--- config.mk ---
export PLATFORM = sky130hd
export DESIGN_NAME = reg_lock_tbl
export DESIGN_NICKNAME = d
export VERILOG_FILES = /design/src/rtl/rv64g_pkg.sv /design/src/rtl/reg_lock_tbl.sv
export SDC_FILE = /design/constraint.sdc
export NUM_CORES = 1
export LEC_CHECK = 0
export ABC_AREA = 0
export BUFFER_PORTS_ARGS = -buffer_cell sky130_fd_sc_hd__clkbuf_2
export CORE_ASPECT_RATIO = 0.7
export CORE_MARGIN = 2
export CORE_UTILIZATION = 53
export CTS_CLUSTER_SIZE = 12
export DETAILED_ROUTE_END_ITERATION = 8
export PLACE_DENSITY = 0.76
export SYNTH_ARGS = -nofsm -noshare
export SYNTH_HDL_FRONTEND = slang
export SYNTH_SLANG_ARGS = --single-unit
--- constraint.sdc ---
create_clock -name clk_i -period 21.3 [get_ports clk_i]
set_input_delay 6.39 -clock clk_i [delete_from_list [all_inputs] [get_ports clk_i]]
set_output_delay 6.39 -clock clk_i [all_outputs]
set_load 0.01 [all_outputs]
--- src/rtl/rv64g_pkg.sv ---
// Shared core-wide constants.
// Holds the architectural register count used by register tracking blocks.
package rv64g_pkg;

    localparam int NUM_REGS = 64;

endpackage

--- src/rtl/reg_lock_tbl.sv ---
// Register lock table: per-register busy bits with jump fencing.
// Optional protocol checker enabled by defining REG_LOCK_ERR_CHK_EN.
module reg_lock_tbl
    import rv64g_pkg::*;
#(
    parameter int NR  = NUM_REGS,
    parameter int NWB = 2
) (
    input  logic                          clk_i,
    input  logic                          arst_ni,
    input  logic                          issue_valid_i,
    input  logic                          issue_jump_i,
    input  logic [$clog2(NR)-1:0]         issue_rd_i,
    input  logic [NWB-1:0]                wb_valid_i,
    input  logic [NWB-1:0][$clog2(NR)-1:0] wb_rd_i,
    input  logic                          jump_done_i,
    output logic [NR-1:0]                 locks_o,
    output logic                          jump_pend_o,
    output logic [$clog2(NR):0]           lock_cnt_o,
    output logic                          err_o
);

    localparam int RW = $clog2(NR);

    typedef enum logic {
        RUN  = 1'b0,
        JUMP = 1'b1
    } state_t;

    state_t          state_q;
    state_t          state_d;
    logic [NR-1:0]   real_locks;
    logic [NR-1:0]   locks_d;
    logic [NR-1:0]   set_vec;
    logic [NR-1:0]   clr_vec;

    // Build set/clear masks; issue is applied after clears so it wins.
    always_comb begin
        set_vec = '0;
        clr_vec = '0;
        if (state_q == RUN && issue_valid_i && issue_rd_i != '0) begin
            set_vec[issue_rd_i] = 1'b1;
        end
        for (int k = 0; k < NWB; k++) begin
            if (wb_valid_i[k]) begin
                clr_vec[wb_rd_i[k]] = 1'b1;
            end
        end
        locks_d    = (real_locks & ~clr_vec) | set_vec;
        locks_d[0] = 1'b0;
    end

    // Next-state logic: enter JUMP on a jump issue, leave on redirect.
    always_comb begin
        state_d = state_q;
        unique case (state_q)
            RUN: begin
                if (issue_valid_i && issue_jump_i) begin
                    state_d = JUMP;
                end
            end
            JUMP: begin
                if (jump_done_i) begin
                    state_d = RUN;
                end
            end
            default: state_d = RUN;
        endcase
    end

    // State and lock vector registers.
    always_ff @(posedge clk_i or negedge arst_ni) begin
        if (!arst_ni) begin
            state_q    <= RUN;
            real_locks <= '0;
        end else begin
            state_q    <= state_d;
            real_locks <= locks_d;
        end
    end

    // Popcount of the real lock vector, independent of FSM state.
    always_comb begin
        lock_cnt_o = '0;
        for (int i = 0; i < NR; i++) begin
            lock_cnt_o = lock_cnt_o + (RW+1)'(real_locks[i]);
        end
    end

    assign locks_o     = (state_q == JUMP) ? '1 : real_locks;
    assign jump_pend_o = (state_q == JUMP);

`ifdef REG_LOCK_ERR_CHK_EN
    logic err_q;
    logic err_set;

    // Flag writebacks to unlocked registers and issues during a jump.
    always_comb begin
        err_set = (state_q == JUMP) && issue_valid_i;
        for (int k = 0; k < NWB; k++) begin
            if (wb_valid_i[k] && wb_rd_i[k] != '0 &&
                !real_locks[wb_rd_i[k]] && !set_vec[wb_rd_i[k]]) begin
                err_set = 1'b1;
            end
        end
    end

    // Sticky error flag, cleared only by reset.
    always_ff @(posedge clk_i or negedge arst_ni) begin
        if (!arst_ni) begin
            err_q <= 1'b0;
        end else if (err_set) begin
            err_q <= 1'b1;
        end
    end

    assign err_o = err_q;
`else
    assign err_o = 1'b0;
`endif

endmodule

==> results.cfg, run 1 <==
[run_status]
outcome = completed

[yosys]
netlist-cell-type-count = 57
synth_area_um2 = 5653
synth.net_count = 664
ys.warnings.count = 0
synth_seq_cells = 64
ys.flop_type = dfrtp_1
syn_avg_cell_area_um2 = 9.900
async_reset_ff_frac = 1.000
synthCells = 571
ys_seq_area_frac = 0.2833
synth_edf_count = 0

[worst_setup_path]
end_kind = output port
crit_arrival_ns = 6.48
path_class = reg -> out
worstPathRequired_ns = 14.91
path_max_fanout = 2
crit_chain = inv_1 > fa_1 > inv_1 > fa_1 > fa_1 > inv_1 > fa_1 > inv_1 > fa_1 > fa_1 > fa_1 > inv_1 > fa_1 > inv_1 > ha_1 > a211oi_1 > or4b_2 > o2111ai_1 > clkbuf_2
critPathMaxStageDelay_ns = 0.65
rrSetupSlack_ns = 19.12
crit_slowest_cell = or4b_2
worstSetupStartpointType = flop
crit_top_cell = fa_1

[clock_network]
cts.sinks = 64
post-cts-setup-buffers = 0
h-tree-depth = 3
post_cts_resized = 0
hold_buffers = 0
cts_tree = built
path_clk_slew_ns = 0.06
cts_buffers = 9
ctsLongestPathBuffers = 2
root_buffer = clkbuf_16
clock_latency_ns = 0.34

[global_route]
grt_max_degree = 72
grt_use_total = 0.3146
antenna_found_initial = 0
first_global_vias = 5021
grt.overflow.total = 0
grt_pass1_wl_mm = 27.67

[min_path]
hold_path.class = reg -> reg

[floorplan]
rows = 31
die_y_um = 90.41
coreArea_um2 = 10360
io_pins = 98
die_area_um2 = 11520
die_x_um = 127.4
start_util = 0.5459

[layout]
stdcell_area_um2 = 6444
final_common_cell = clkbuf_2
nets = 732
drive_above_1_share = 0.3106
area_delta_synth_final_pct = 13.99
mostFrequentLayoutCells = 96 x clkbuf_2, 89 x inv_1, 65 x or2_2
antenna_cells = 0
post-route-util = 0.6222
fill_cells = 852

[drt]
avgRoutedWirePerCell_um = 22.05
firstDrtPassIters = 6
drc = 0
dr.first_iter.drc_count = 630
vias = 4946
ant_nets = 0
drt_wl_total_mm = 17.11
viasPerCell = 6.374

[placed_design]
place_congestion = 0.9566
dpl_cell_area_um2 = 6125
io_buffers = 96
place.detailed.hpwl_mm = 12.82

[timing]
fmax_mhz = 77.71
setup_violations = 0
holdWs_ns = 0.5517
period_share = 0.6042
slew_headroom = 0.1983
fin_worst_skew_ns = 0.009015
tightest_slew_ns = 1.200
hold_viol = 0
min_period_ns = 12.87
maxSlewViolCount = 0
rsz0062_at_grt = false
tns_ns = 0

[job]
cap_violations = 0
==> per-stage QoR <==
stage / setup slack (ns) / cells
finish: 8.431 / 776
global route: 8.179 / 776
CTS: 8.390 / 776
detailed placement: 8.773 / 760
global placement: 8.855 / 760
floorplan: 9.152 / 571
==> cell type report <==
cell class	count	area, um^2	share of cell area
multi-input combinational	376	3523	0.5468
timing repair buffer	98	495.5	0.07689
clock inverter	2	35.03	0.005437
clock buffer	14	284.0	0.04408
inverter	90	337.8	0.05243
sequential	64	1603	0.2487
tap	132	165.2	0.02563
==> Yosys cell counts (3+ instances only) <==
cell / number / area share
a21o_1: 30 / 0.040
a21oi_1: 3 / 0.0027
a221oi_1: 27 / 0.042
a22o_1: 14 / 0.022
a22oi_1: 14 / 0.019
a32o_1: 6 / 0.011
and3b_1: 6 / 0.0093
and4b_1: 6 / 0.011
and4bb_1: 4 / 0.0089
buf_1: 4 / 0.0027
buf_2: 17 / 0.015
buf_4: 4 / 0.0053
clkbuf_1: 16 / 0.011
dfrtp_1: 64 / 0.28
fa_1: 53 / 0.19
ha_1: 15 / 0.033
inv_1: 89 / 0.059
nand2_1: 7 / 0.0046
nand2b_1: 13 / 0.014
nand3b_1: 3 / 0.0040
nand4_1: 3 / 0.0033
nand4b_1: 4 / 0.0062
nand4bb_1: 3 / 0.0060
nor2_1: 6 / 0.0040
nor3_1: 14 / 0.012
nor3_2: 3 / 0.0053
nor3b_2: 6 / 0.013
nor4_1: 4 / 0.0044
o21ai_0: 16 / 0.014
o22ai_1: 16 / 0.018
or2_2: 65 / 0.072
or3_1: 3 / 0.0033
==> routing by layer <==
layer	GRT usage	vias up	part of all wire
met4	0.1081	0	0.026
li1	-	2121	-
met3	0.07998	52	0.12
met5	0	-	0
met2	0.4697	355	0.44
met1	0.4481	2418	0.42
==> cell families after synthesis <==
kind of cell    share of synthesized area
compound gates                     0.1757
xor+xnor                         0.004649
fa+ha+maj                          0.2209
buf+inv                           0.09340
flops                              0.2833
mux                              0.001771
other cells                     0.0006634
simple gates                       0.2196
==> flip-flops by register name, indices dropped and copies added (netlist names) <==
register	count
real_locks	63
jump_pend_o	1
==> worst max-delay path, delay by kind of cell, from the launching register on <==
| kind | cells | cell delay (ns) |
|---|---|---|
| AOI/OAI and AO/OA | 2 | 0.21 |
| adders and majority gates | 9 | 4.44 |
| buffers and inverters | 7 | 0.53 |
| DFF | 1 | 0.33 |
| and+or+nand+nor | 1 | 0.65 |
==> path summary, 6_finish.rpt <==
| kind | to | cells past startpoint | from |
|---|---|---|---|
| max | lock_cnt_o[5] | 19 | real_locks[36] |
| min | real_locks[22] | 1 | real_locks[22] |
| max reg2reg | real_locks[34] | 2 | jump_pend_o |
| min reg2reg | real_locks[22] | 1 | real_locks[22] |
| max in group asynchronous | jump_pend_o | 2 | arst_ni |
| min in group asynchronous | real_locks[52] | 2 | arst_ni |
Power of run 1 is left out: the tool's default activity adds up to more than one toggle a clock period on the data nets, which glitch-free logic cannot reach.
==> run 2: changes to the inputs <==
==> constraint.sdc (replaced) <==
create_clock -name clk_i -period 12.6 [get_ports clk_i]
set_input_delay 3.78 -clock clk_i [delete_from_list [all_inputs] [get_ports clk_i]]
set_output_delay 3.78 -clock clk_i [all_outputs]
set_load 0.01 [all_outputs]
==> run 2 against run 1 <==
  * Critical path depth unchanged
  * Flip-flop and latch count is the same
  * Cell area shrank 0.52%
  * Largest cell class unchanged
  * Highest routed layer unchanged
  * Worst setup slack worse by 6.1 ns
  * First-iteration DRC count shrank 23%
==> results.cfg, run 2 (synthesis gave the netlist of run 1 again) <==
[floorplan]
die_x_um = 127.4
start_util = 0.5459
coreArea_um2 = 10360
die_area_um2 = 11520
rows = 31
die_y_um = 90.41
io_pins = 98

[timing]
fmax_mhz = 97.54
tightest_slew_ns = 1.226
hold_viol = 0
maxSlewViolCount = 0
tns_ns = 0
slew_headroom = 0.1809
period_share = 0.8137
min_period_ns = 10.25
fin_worst_skew_ns = 0.008499
setup_violations = 0
rsz0062_at_grt = false

[placed_design]
place_congestion = 0.9567
io_buffers = 96
place.detailed.hpwl_mm = 12.80

[drt]
dr_wl_met2_mm = 7.416
top_layer_used = met4
wl_met3_mm = 1.900
ant_nets = 0
viasPerCell = 6.251
firstDrtPassIters = 5
drc = 0
dr.first_iter.drc_count = 485
vias = 4851
drt_wl_total_mm = 17.00
wl_met1_mm = 7.142
avgRoutedWirePerCell_um = 21.90

[global_route]
first_global_vias = 5044
grt_use_total = 0.3152
grt_max_degree = 72
grt.overflow.total = 0
grt_pass1_wl_mm = 27.61
antenna_found_initial = 0

[min_path]
hold_path.class = reg -> reg

[job]
cap_violations = 0

[run_status]
outcome = completed

[layout]
area_delta_synth_final_pct = 13.39
mostFrequentLayoutCells = 96 x clkbuf_2, 89 x inv_1, 65 x or2_2
top_register = real_locks
drive_above_1_share = 0.3106
largest_register_ffs = 63
fill_cells = 857
antenna_cells = 0
nets = 732
final_common_cell = clkbuf_2

[worst_setup_path]
path_max_fanout = 2
worstSetupStartpointType = flop
worstPathRequired_ns = 8.82
crit_chain = inv_1 > fa_1 > inv_1 > fa_1 > fa_1 > inv_1 > fa_1 > inv_1 > fa_1 > fa_1 > fa_1 > inv_1 > fa_1 > inv_1 > ha_1 > a211oi_1 > or4b_2 > o2111ai_1 > clkbuf_2
path_class = reg -> out
critPathMaxStageDelay_ns = 0.65
end_kind = output port
crit_arrival_ns = 6.47
crit_top_cell = fa_1
crit_slowest_cell = or4b_2

[clock_network]
h-tree-depth = 3
cts_tree = built
path_clk_slew_ns = 0.06
ctsLongestPathBuffers = 2
post_cts_resized = 0
post-cts-setup-buffers = 0
cts.sinks = 64
clock_latency_ns = 0.34
hold_buffers = 0
cts_buffers = 9
root_buffer = clkbuf_16
[run 2: changes by cell type in the layout (fill, tap and decap cells not counted)]
cell | previous run | this run
clkinv_2 | 1 | 3
bufinv_16 | 1 | 0
clkbuf_8 | 4 | 3
[run 2: stage by stage]
step                      area (um^2)  instances  setup WS (ns)  hold WS [ns]    util
after CTS                        6410        776          2.331        0.5493  0.6189
after global placement           6125        760          2.765        0.5380  0.5914
after global routing             6410        776          2.049        0.5692  0.6189
after floorplan                  5653        571          3.062        0.4796       -
final                            6410        776          2.347        0.5470  0.6189
after detailed placement         6125        760          2.703        0.5380  0.5914
[run 2: cell type report]
type	count	area, um^2	area share
multi-input cells	376	3523	0.5497
flip-flops and latches	64	1603	0.2500
repair buffers	98	495.5	0.07730
inverters	90	337.8	0.05270
clock buffers	13	270.3	0.04216
well taps	132	165.2	0.02577
clock inverters	3	15.01	0.002342
[run 2: final timing paths]
path,slack [ns],startpoint,depth (start not counted),end
max reg2reg,10.42,jump_pend_o,2,real_locks[34]
min reg2reg,0.55,real_locks[22],1,real_locks[22]
max,2.35,real_locks[36],19,lock_cnt_o[5]
min,0.55,real_locks[22],1,real_locks[22]
max in group asynchronous,8.32,arst_ni,2,jump_pend_o
min in group asynchronous,3.62,arst_ni,2,real_locks[52]
[run 2: per-layer routing]
| layer | global-route usage | vias to the layer above |
|---|---|---|
| met3 | 0.09419 | 48 |
| met1 | 0.4394 | 2364 |
| met5 | 0 | - |
| met4 | 0.1200 | 0 |
| met2 | 0.4652 | 325 |
| li1 | - | 2114 |
[run 2: worst max-delay path, delay by kind of cell (launching register included)]
family / cells / cell delay (ns)
buffers and inverters: 7 / 0.52
AOI/OAI and AO/OA: 2 / 0.21
adders and majority gates: 9 / 4.43
DFF: 1 / 0.33
and+or+nand+nor: 1 / 0.65
Power of run 2 is left out for the same reason.
==> run 3: changes to the inputs <==
--- a/config.mk
+++ b/config.mk
@@ -5,7 +5,7 @@
 export SDC_FILE = /design/constraint.sdc
 export NUM_CORES = 1
 export LEC_CHECK = 0
-export ABC_AREA = 0
+export ABC_AREA = 1
 export BUFFER_PORTS_ARGS = -buffer_cell sky130_fd_sc_hd__clkbuf_2
 export CORE_ASPECT_RATIO = 0.7
 export CORE_MARGIN = 2
==> constraint.sdc (replaced) <==
create_clock -name clk_i -period 10.6 [get_ports clk_i]
set_input_delay 3.18 -clock clk_i [delete_from_list [all_inputs] [get_ports clk_i]]
set_output_delay 3.18 -clock clk_i [all_outputs]
set_load 0.01 [all_outputs]
==> run 3 against run 2 <==
  * Critical path depth is 1 lower
  * Flip-flop and latch count stayed put
  * Clock skew is 0.0011 ns lower
  * Critical path type unchanged
  * Worst setup slack worse by 1.1 ns
  * Via count is 17% higher
  * Sequential share of layout area is 0.47 points lower
  * First-iteration DRC count is 32% higher
  * Register-to-register slack worse by 2.5 ns
  * Utilization is 1.6 points higher
  * Synthesized cell count is 34% higher
==> results.cfg, run 3 <==
[timing]
min_period_ns = 9.305
rsz0062_at_grt = false
period_share = 0.8778
maxSlewViolCount = 0
slew_headroom = 0.03718
hold_viol = 0
setup_violations = 0
tightest_slew_ns = 1.433
tns_ns = 0
fmax_mhz = 107.5
fin_worst_skew_ns = 0.007433

[drt]
drt_wl_total_mm = 19.71
vias = 5654
drc = 0
dr.first_iter.drc_count = 638
viasPerCell = 5.665
avgRoutedWirePerCell_um = 19.75
ant_nets = 0
firstDrtPassIters = 5

[global_route]
first_global_vias = 5373
grt_max_degree = 65
grt.overflow.total = 0
grt_use_total = 0.3607
antenna_found_initial = 0
grt_pass1_wl_mm = 30.55

[yosys]
netlist-cell-type-count = 26
synth_edf_count = 0
synth_area_um2 = 5567
ys_top_cells_by_area = dfrtp_1 29%, nand2_1 20%, fa_1 19%
synth_top_cell_by_area = dfrtp_1
ys_seq_area_frac = 0.2877
synthCells = 763
ys.warnings.count = 0
async_reset_ff_frac = 1.000
yosys.area.top_type_share = 0.2877
syn_avg_cell_area_um2 = 7.296
ys.flop_type = dfrtp_1
synth_most_common_cell = nand2_1
synth.net_count = 856
synthTopCellsByCount = 297 x nand2_1, 126 x inv_1, 95 x nand3_1, 64 x dfrtp_1, 53 x fa_1
synth_seq_cells = 64

[clock_network]
ctsLongestPathBuffers = 2
post-cts-setup-buffers = 0
clock_latency_ns = 0.35
hold_buffers = 0
path_clk_slew_ns = 0.06
cts_buffers = 9
h-tree-depth = 3
cts_tree = built
post_cts_resized = 0
root_buffer = clkbuf_16
cts.sinks = 64

[job]
cap_violations = 0

[placed_design]
place_congestion = 0.9449
io_buffers = 96
dp.cells = 982
place.detailed.hpwl_mm = 14.92

[worst_setup_path]
worstSetupStartpointType = flop
critPathMaxStageDelay_ns = 0.53
crit_top_cell = fa_1
path_class = reg -> out
path_max_fanout = 2
crit_chain = inv_1 > fa_1 > inv_1 > fa_1 > inv_1 > fa_1 > fa_1 > fa_1 > fa_1 > fa_1 > fa_1 > inv_1 > fa_1 > fa_1 > nand3_1 > nand2_1 > xor2_1 > clkbuf_2
r2r_cells = 8
crit_arrival_ns = 6.12
crit_slowest_cell = fa_1
end_kind = output port
worstPathRequired_ns = 7.42

[layout]
area_delta_synth_final_pct = 17.28
antenna_cells = 0
drive_above_1_share = 0.1755
largest_register_ffs = 63
post-route-util = 0.6352
final_common_cell = nand2_1
mostFrequentLayoutCells = 297 x nand2_1, 126 x inv_1, 96 x clkbuf_2
fin_cells = 998
nets = 954
fill_cells = 957
top_register = real_locks

[run_status]
outcome = completed

[floorplan]
rows = 31
io_pins = 98
die_y_um = 89.75
die_area_um2 = 11350
start_util = 0.5416
coreArea_um2 = 10280
die_x_um = 126.5

[min_path]
hold_path.class = reg -> reg
holdPathStages = 2
[run 3: cell count changes after synthesis, sizes merged, moves of 30 or more]
cell / before / now
nand3: 2 / 96
nor2: 7 / 40
nand2: 7 / 298
inv: 90 / 130
a21o: 30 / 0
or2: 65 / 23
[run 3: logic make-up (layout without fill, tap and decap cells)]
kind of cell / Yosys count / count (layout) / share of synthesized area
AOI/OAI and AO/OA: 4 / 4 / 0.003595
xor gates and xnor gates: 3 / 3 / 0.004721
adders and majority gates: 68 / 68 / 0.2243
buffers and inverters: 142 / 245 / 0.09800
DFF: 64 / 64 / 0.2877
other: 1 / 1 / 0.0006737
and+or+nand+nor: 481 / 481 / 0.3810
[run 3: worst paths after layout]
kind / slack, ns / from / to
setup reg to reg: 7.93 / jump_pend_o / real_locks[40]
hold reg to reg: 0.50 / real_locks[13] / real_locks[13]
hold / removal: 0.50 / real_locks[13] / real_locks[13]
min in group asynchronous: 3.02 / arst_ni / real_locks[21]
max in group asynchronous: 6.97 / arst_ni / real_locks[35]
setup / recovery: 1.30 / real_locks[36] / lock_cnt_o[4]
[run 3: layer usage]
layer,wire (um),global-route usage,share of wire,up-vias
met5,0,0,0,-
met4,768,0.1465,0.039,0
met3,2625,0.1208,0.13,61
met2,8457,0.5209,0.43,405
met1,7857,0.5014,0.40,2681
li1,-,-,-,2507
[run 3: metrics by stage]
stage | worst slack, ns | instance area [um^2] | hold slack, ns
3_5_place_dp | 1.678 | 6173 | 0.4856
4_1_cts | 1.305 | 6529 | 0.4985
6_report | 1.295 | 6529 | 0.4954
5_1_grt | 1.078 | 6529 | 0.5219
2_1_floorplan | 1.939 | 5567 | 0.4680
3_3_place_gp | 1.740 | 6173 | 0.4802
[run 3: final cells by class]
cell class                      instances  area [um^2]  area share
Clock buffer                           11        252.7     0.03871
Timing Repair Buffer                   98        495.5     0.07589
Multi-Input combinational cell        557         3420      0.5238
Inverter                              131        491.7     0.07532
Tap cell                              132        165.2     0.02530
Sequential cell                        64         1602      0.2453
Clock inverter                          5        102.6     0.01571
[run 3: worst max-delay path: cells and delay by family (launching register included)]
family,cells,cell delay (ns)
flip-flops,1,0.35
AND/OR/NAND/NOR,2,0.18
buffers and inverters,5,0.37
XOR/XNOR,1,0.14
adder cells (fa/ha/maj),10,4.73
Power of run 3 is left out for the same reason.
